<file path="config.mk">
export PLATFORM = sky130hd
export DESIGN_NAME = seven_seg_scan_ctrl
export DESIGN_NICKNAME = d
export VERILOG_FILES = /design/src/rtl/seg_pkg.sv /design/src/rtl/hex_to_seg7.sv /design/src/rtl/seven_seg_scan_ctrl.sv
export SDC_FILE = /design/constraint.sdc
export NUM_CORES = 1
export LEC_CHECK = 0
export CAP_MARGIN = 15
export CORE_MARGIN = 2
export CORE_UTILIZATION = 45
export DETAILED_ROUTE_END_ITERATION = 7
export GPL_TIMING_DRIVEN = 0
export PLACE_DENSITY = 0.74
export SYNTH_ARGS = -nofsm -noshare
export SYNTH_HDL_FRONTEND = slang
export SYNTH_SLANG_ARGS = --single-unit
</file>
<file path="constraint.sdc">
create_clock -name clk -period 4 [get_ports clk]
set_clock_uncertainty 0.15 [all_clocks]
set_input_delay 0.8 -clock clk [delete_from_list [all_inputs] [get_ports clk]]
set_output_delay 0.8 -clock clk [all_outputs]
set_load 0.1 [all_outputs]
</file>
<file path="src/rtl/seg_pkg.sv">
// ---------------------------------------------------------------------------
// seg_pkg
// Shared definitions for the multiplexed seven-segment display slice.
//   - state_t          : scan FSM states (blank gap / digit lit)
//   - SEG_0 .. SEG_F   : active-high segment patterns {a,b,c,d,e,f,g}, bit6 = a
//   - SEG_OFF          : all segments dark (active-high sense)
// ---------------------------------------------------------------------------
package seg_pkg;

    typedef enum logic {
        ST_BLANK = 1'b0,
        ST_SHOW  = 1'b1
    } state_t;

    localparam logic [6:0] SEG_0   = 7'h7E;
    localparam logic [6:0] SEG_1   = 7'h30;
    localparam logic [6:0] SEG_2   = 7'h6D;
    localparam logic [6:0] SEG_3   = 7'h79;
    localparam logic [6:0] SEG_4   = 7'h33;
    localparam logic [6:0] SEG_5   = 7'h5B;
    localparam logic [6:0] SEG_6   = 7'h5F;
    localparam logic [6:0] SEG_7   = 7'h70;
    localparam logic [6:0] SEG_8   = 7'h7F;
    localparam logic [6:0] SEG_9   = 7'h7B;
    localparam logic [6:0] SEG_A   = 7'h77;
    localparam logic [6:0] SEG_B   = 7'h1F;
    localparam logic [6:0] SEG_C   = 7'h4E;
    localparam logic [6:0] SEG_D   = 7'h3D;
    localparam logic [6:0] SEG_E   = 7'h4F;
    localparam logic [6:0] SEG_F   = 7'h47;
    localparam logic [6:0] SEG_OFF = 7'h00;

endpackage

</file>
<file path="src/rtl/hex_to_seg7.sv">
// ---------------------------------------------------------------------------
// hex_to_seg7
// Purely combinational hex nibble to seven-segment decoder, active-high.
// Ports:
//   hex_in  : 4-bit value 0..F
//   seg_out : segments {a,b,c,d,e,f,g}, bit6 = a, 1 = segment lit
// Pin polarity is left to the instantiating controller.
// ---------------------------------------------------------------------------
module hex_to_seg7
    import seg_pkg::*;
(
    input  logic [3:0] hex_in,
    output logic [6:0] seg_out
);

    // Full 16-entry table, so no default path can ever be taken.
    always_comb begin
        seg_out = SEG_OFF;
        case (hex_in)
            4'h0: seg_out = SEG_0;
            4'h1: seg_out = SEG_1;
            4'h2: seg_out = SEG_2;
            4'h3: seg_out = SEG_3;
            4'h4: seg_out = SEG_4;
            4'h5: seg_out = SEG_5;
            4'h6: seg_out = SEG_6;
            4'h7: seg_out = SEG_7;
            4'h8: seg_out = SEG_8;
            4'h9: seg_out = SEG_9;
            4'hA: seg_out = SEG_A;
            4'hB: seg_out = SEG_B;
            4'hC: seg_out = SEG_C;
            4'hD: seg_out = SEG_D;
            4'hE: seg_out = SEG_E;
            4'hF: seg_out = SEG_F;
            default: seg_out = SEG_OFF;
        endcase
    end

endmodule

</file>
<file path="src/rtl/seven_seg_scan_ctrl.sv">
// ---------------------------------------------------------------------------
// seven_seg_scan_ctrl
// Time-multiplexed controller for DIGITS hex digits sharing one segment bus.
// A new value is taken over a valid/ready handshake into a pending register
// and only copied into the displayed register when a frame restarts at
// digit 0, so a frame never mixes old and new digits.
// Ports:
//   clk, rst     : clock, asynchronous active-high reset
//   in_data      : DIGITS hex nibbles, nibble 0 = rightmost digit
//   in_valid     : in_data offered
//   in_ready     : pending register empty, an offer is taken this cycle
//   lz_en        : blank leading zeros (never digit 0)
//   seg_out      : registered segments {a..g}, polarity per ACTIVE_LOW
//   dig_en       : registered one-hot digit enable, polarity per ACTIVE_LOW
//   frame_start  : high during the first lit cycle of digit 0
// ---------------------------------------------------------------------------
module seven_seg_scan_ctrl
    import seg_pkg::*;
#(
    parameter int DIGITS     = 4,
    parameter int DWELL_CYC  = 1024,
    parameter int BLANK_CYC  = 16,
    parameter int ACTIVE_LOW = 1
) (
    input  logic                  clk,
    input  logic                  rst,
    input  logic [DIGITS*4-1:0]   in_data,
    input  logic                  in_valid,
    output logic                  in_ready,
    input  logic                  lz_en,
    output logic [6:0]            seg_out,
    output logic [DIGITS-1:0]     dig_en,
    output logic                  frame_start
);

    localparam int DATA_W  = DIGITS * 4;
    localparam int MAX_CYC = (DWELL_CYC > BLANK_CYC) ? DWELL_CYC : BLANK_CYC;
    localparam int CNT_W   = (MAX_CYC > 1) ? $clog2(MAX_CYC) : 1;
    localparam int IDX_W   = $clog2(DIGITS);

    localparam logic [CNT_W-1:0]  DWELL_LAST = CNT_W'(DWELL_CYC - 1);
    localparam logic [CNT_W-1:0]  BLANK_LAST = CNT_W'(BLANK_CYC - 1);
    localparam logic [IDX_W-1:0]  IDX_LAST   = IDX_W'(DIGITS - 1);
    localparam logic [6:0]        SEG_IDLE   = (ACTIVE_LOW != 0) ? ~SEG_OFF : SEG_OFF;
    localparam logic [DIGITS-1:0] DIG_IDLE   = (ACTIVE_LOW != 0) ? {DIGITS{1'b1}} : '0;

    state_t              state_q, state_d;
    logic [CNT_W-1:0]    cnt_q, cnt_d;
    logic [IDX_W-1:0]    idx_q, idx_d;
    logic [DATA_W-1:0]   display_q, display_d;
    logic [DATA_W-1:0]   pending_q, pending_d;
    logic                pending_full_q, pending_full_d;
    logic [6:0]          seg_q, seg_d;
    logic [DIGITS-1:0]   dig_q, dig_d;
    logic                frame_q, frame_d;

    logic                accept;
    logic                commit;
    logic [3:0]          cur_nibble;
    logic                upper_zero;
    logic                lz_blank;
    logic [6:0]          dec_seg;
    logic [6:0]          seg_act;
    logic [DIGITS-1:0]   dig_act;

    assign in_ready    = ~pending_full_q;
    assign seg_out     = seg_q;
    assign dig_en      = dig_q;
    assign frame_start = frame_q;

    // Scan sequencing. The digit index is stepped as a lit slot ends, so the
    // blank gap already carries the index of the digit it precedes and the
    // first gap after reset leads into digit 0.
    always_comb begin
        state_d = state_q;
        cnt_d   = cnt_q + CNT_W'(1);
        idx_d   = idx_q;
        commit  = 1'b0;
        case (state_q)
            ST_BLANK: begin
                if (cnt_q == BLANK_LAST) begin
                    state_d = ST_SHOW;
                    cnt_d   = '0;
                    commit  = (idx_q == '0) && pending_full_q;
                end
            end
            ST_SHOW: begin
                if (cnt_q == DWELL_LAST) begin
                    state_d = ST_BLANK;
                    cnt_d   = '0;
                    idx_d   = (idx_q == IDX_LAST) ? '0 : idx_q + IDX_W'(1);
                end
            end
            default: begin
                state_d = ST_BLANK;
                cnt_d   = '0;
            end
        endcase
    end

    // Handshake and tear-free commit. The commit always takes the value that
    // was pending before this edge; a same-edge transfer refills pending.
    always_comb begin
        accept         = in_valid && in_ready;
        display_d      = commit ? pending_q : display_q;
        pending_d      = accept ? in_data : pending_q;
        pending_full_d = accept || (pending_full_q && !commit);
    end

    // Pick the nibble for the digit lit after this edge, and whether it and
    // every more significant nibble are zero (leading-zero blanking).
    always_comb begin
        cur_nibble = '0;
        upper_zero = 1'b0;
        for (int i = 0; i < DIGITS; i++) begin
            if (idx_d == IDX_W'(i)) begin
                cur_nibble = display_d[4*i +: 4];
                upper_zero = ((display_d >> (4*i)) == '0);
            end
        end
        lz_blank = lz_en && (idx_d != '0) && upper_zero;
    end

    hex_to_seg7 u_dec (
        .hex_in  (cur_nibble),
        .seg_out (dec_seg)
    );

    // Output registers are loaded from the next state so that pins change on
    // the same edge as the FSM, with pin polarity applied last.
    always_comb begin
        seg_act = SEG_OFF;
        dig_act = '0;
        if (state_d == ST_SHOW) begin
            dig_act = DIGITS'(1) << idx_d;
            if (!lz_blank) begin
                seg_act = dec_seg;
            end
        end
        seg_d   = (ACTIVE_LOW != 0) ? ~seg_act : seg_act;
        dig_d   = (ACTIVE_LOW != 0) ? ~dig_act : dig_act;
        frame_d = (state_q == ST_BLANK) && (state_d == ST_SHOW) && (idx_d == '0);
    end

    // All state and registered outputs.
    always_ff @(posedge clk or posedge rst) begin
        if (rst) begin
            state_q        <= ST_BLANK;
            cnt_q          <= '0;
            idx_q          <= '0;
            display_q      <= '0;
            pending_q      <= '0;
            pending_full_q <= 1'b0;
            seg_q          <= SEG_IDLE;
            dig_q          <= DIG_IDLE;
            frame_q        <= 1'b0;
        end else begin
            state_q        <= state_d;
            cnt_q          <= cnt_d;
            idx_q          <= idx_d;
            display_q      <= display_d;
            pending_q      <= pending_d;
            pending_full_q <= pending_full_d;
            seg_q          <= seg_d;
            dig_q          <= dig_d;
            frame_q        <= frame_d;
        end
    end

endmodule

</file>
==> flow_metrics.env <==
export IMPL_period_share_pct=93.2
export IMPL_max_stage_delay_ns=0.40
export IMPL_gp_congestion=0.892
export IMPL_grt_pass1_wl_mm=11.2
export IMPL_leakage_nw=1.76
export IMPL_synth_edf_count=0
export IMPL_critPathArrivalTime_ns=3.84
export IMPL_irDropWorstVdd_v=0.000282
export IMPL_grt_overflow=0
export IMPL_p_sw_share_pct=37.4
export IMPL_cts_buffers=9
export IMPL_root_buffer="clkbuf_8"
export IMPL_dp_hpwl_mm=4.95
export IMPL_worstSetupPathType="reg2reg"
export IMPL_final_util_pct=56.6
export IMPL_worst_hold_path_type="reg2reg"
export IMPL_max_cap_violations=0
export IMPL_drive_gt1_share_pct=20.9
export IMPL_syn_inst=299
export IMPL_drt_wl_total_mm=6.65
export IMPL_critical_path_max_fanout=10
export IMPL_synth_avg_cell_area_sq_um=10.6
export IMPL_yosysUniqueCellTypes=48
export IMPL_htreeDepth=3
export IMPL_fmax_ghz=0.268
export IMPL_internal_power_w=0.00142
export IMPL_ant_nets=0
export IMPL_outcome="completed"
export IMPL_clockPowerShare_pct=23.6
export IMPL_crit_required_ns=4.11
export IMPL_ys_warn_count=0
export IMPL_pwr_share_seq_pct=39.3
export IMPL_clock_tree_buffer_depth=2
export IMPL_finalSetupViolCount=0
export IMPL_cp_slowest_cell="dfrtp_1"
export IMPL_antenna_found_initial=0
export IMPL_grt_pass1_vias=2263
export IMPL_path_clk_slew_ns=0.06
export IMPL_num_vias=2384
export IMPL_area_growth_pct=21.7
export IMPL_relSlewSlack_pct=35.6
export IMPL_port_buffers=32
export IMPL_crit_chain="ha_1 > and4_1 > buf_2 > a31oi_1 > nor2_1 > inv_1 > clkbuf_2 > mux2_2 > mux2i_4 > inv_1 > ha_1 > inv_1 > o2111ai_1 > o31a_1 > a31o_2"
export IMPL_start_util_pct=46.5
export IMPL_grt_setup_unrepaired="false"
export IMPL_insertion_delay_ns=0.33
export IMPL_synth_largest_area_cell="dfrtp_1"
export IMPL_fin_tns_setup_ns=0
export IMPL_p_switching_w=0.000848
export IMPL_synthArstFlopShare_pct=100
export IMPL_hold_viol_final=0
export IMPL_cts_tree="built"
export IMPL_layout_nets=373
export IMPL_seq_area_frac_synth_pct=46.1
export IMPL_routedWlPerCell_um=14.9
export IMPL_core_sq_mm=0.00683
export IMPL_synth_nets=328
export IMPL_combPwrFrac_pct=37.0
export IMPL_die_w_um=88.0
export IMPL_fillCellCount=622
export IMPL_drc=0
export IMPL_ys_ff_latch=58
export IMPL_ys_flop_type="dfrtp_1"
export IMPL_startpoint_type="flip-flop"
export IMPL_ios=33
export IMPL_grt_max_degree=31
export IMPL_worst_pin_slew_ns=0.963
export IMPL_antenna_cells=0
export IMPL_num_rows=30
export IMPL_die_y_um=88.0
export IMPL_drtIter0Drc=184
export IMPL_cts_hold_buf=0
export IMPL_power_density_mw_per_mm2=587
export IMPL_crit_top_cell="inv_1"
export IMPL_clkSinkCount=58
export IMPL_syn_area_sq_mm=0.00318
export IMPL_crit_path_end_kind="flip-flop"
export IMPL_slew_violations=0
export IMPL_viasPerCell=5.36
export IMPL_fin_crit_ns=3.73
export IMPL_synth_top_area_share_pct=37.0
export IMPL_gr_usage_all_layers_pct=19.1
export IMPL_synth_area_leaders="dfrtp_1 (37%), dfstp_2 (9.1%), mux2_2 (7.8%)"
export IMPL_first_pass_iters=4
export IMPL_die_area_sq_mm=0.00775
layout make-up:
type | count | area (sq um) | area share [%]
clock inverter | 2 | 35.0 | 0.906
sequential | 58 | 1470 | 37.9
clock buffer | 14 | 163 | 4.21
inverter | 21 | 78.8 | 2.04
tap | 96 | 120 | 3.11
buffer | 13 | 68.8 | 1.78
multi-input combinational | 205 | 1570 | 40.6
timing repair buffer | 36 | 363 | 9.39
power by group through the flow:
stage / Clock [W] / Sequential (W) / Combinational (W)
2_1_floorplan: 0 / 0.00113 / 0.000417
3_3_place_gp: 0 / 0.000897 / 0.000817
3_5_place_dp: 0 / 0.000902 / 0.000840
4_1_cts: 0.000554 / 0.000893 / 0.000843
5_1_grt: 0.000587 / 0.000914 / 0.000906
6_report: 0.000536 / 0.000892 / 0.000840
per-stage QoR:
stage	area [sq um]	worst slack (ns)	std cells	hold WS (ns)	power (W)
finish	3870	0.271	445	0.313	0.00227
global route	3870	0.0225	445	0.338	0.00241
CTS	3840	0.0800	443	0.316	0.00229
detailed placement	3640	-0.344	428	0.307	0.00174
global placement	3620	-0.323	427	0.304	0.00171
floorplan	3180	0.310	299	0.283	0.00155
timing repair:
action	in CTS	in global routing
setup endpoints to repair	7	5
gates resized for setup	2	3
buffers inserted	0	3
pin swaps	0	1
final timing paths:
path | start | cells past startpoint | slack, ns | endpoint
min reg2reg | cnt_q[0]$_DFF_PP0_ | 1 | 0.31 | cnt_q[0]$_DFF_PP0_
min in group asynchronous | rst | 2 | 0.71 | cnt_q[6]$_DFF_PP0_
max reg2reg | cnt_q[0]$_DFF_PP0_ | 15 | 0.27 | seg_out[6]$_DFF_PP1_
min | cnt_q[0]$_DFF_PP0_ | 1 | 0.31 | cnt_q[0]$_DFF_PP0_
max | cnt_q[0]$_DFF_PP0_ | 15 | 0.27 | seg_out[6]$_DFF_PP1_
max in group asynchronous | rst | 3 | 2.35 | seg_out[2]$_DFF_PP1_
routing by layer:
layer | vias up | wire length, um | global-route usage (%) | part of all wire (%)
met4 | 0 | 92 | 7.16 | 1.4
met2 | 61 | 3110 | 29.1 | 47
met5 | - | 0 | 0 | 0
met1 | 1158 | 3180 | 26.6 | 48
met3 | 9 | 267 | 4.52 | 4.0
li1 | 1156 | - | - | -
cell usage in the layout, fill, tap and decap left out, types with 3 or more instances in the layout:
cell             instances
a32oi_1                  6
buf_4                    4
nand3_1                 13
xnor2_1                  8
mux2_2                  22
dfrtp_1                 46
and2_1                   3
nand2b_1                 8
nand4_1                  4
nand2_1                 32
a2111oi_0                4
clkdlybuf4s50_1         32
and3_1                   7
mux2i_1                 15
a221o_1                  5
buf_2                    6
or3_1                    4
xor2_1                   5
inv_1                   19
o21ai_0                  6
a21oi_1                  3
nor2_1                  14
clkbuf_8                11
clkbuf_1                 7
dfstp_2                 11
ha_1                     8
nor3_1                   6
Yosys cell counts (7+ instances only):
master	n
nand3_1	13
ha_1	9
dfrtp_1	47
nor3_1	7
mux2i_1	15
dfstp_2	11
nor2_1	14
clkbuf_1	7
inv_1	20
and3_1	7
nand2_1	32
mux2_2	22
nand2b_1	8
xnor2_1	8
kinds of logic after synthesis:
family	after synthesis	synth area share [%]
AO/OA/AOI/OAI	45	11.9
XOR/XNOR	13	3.58
AND/OR/NAND/NOR	97	15.2
buffers and inverters	36	4.84
multiplexers	41	14.8
flip-flops	58	46.1
adder cells (fa/ha/maj)	9	3.54
sequential cells by signal (all words and copies together) (netlist names), 2 cells and up:
signal,flops
dig_en,4
display_q,16
idx_q,2
pending_q,16
cnt_q,10
seg_out,7
critical path: cells and delay by family (launching register included):
family / cells / cell delay [ns]
AO/OA/AOI/OAI: 4 / 0.74
adder cells (fa/ha/maj): 2 / 0.51
buffers and inverters: 5 / 0.80
flip-flops: 1 / 0.40
multiplexers: 2 / 0.68
AND/OR/NAND/NOR: 2 / 0.39
Power figures use the tool's default switching activity.
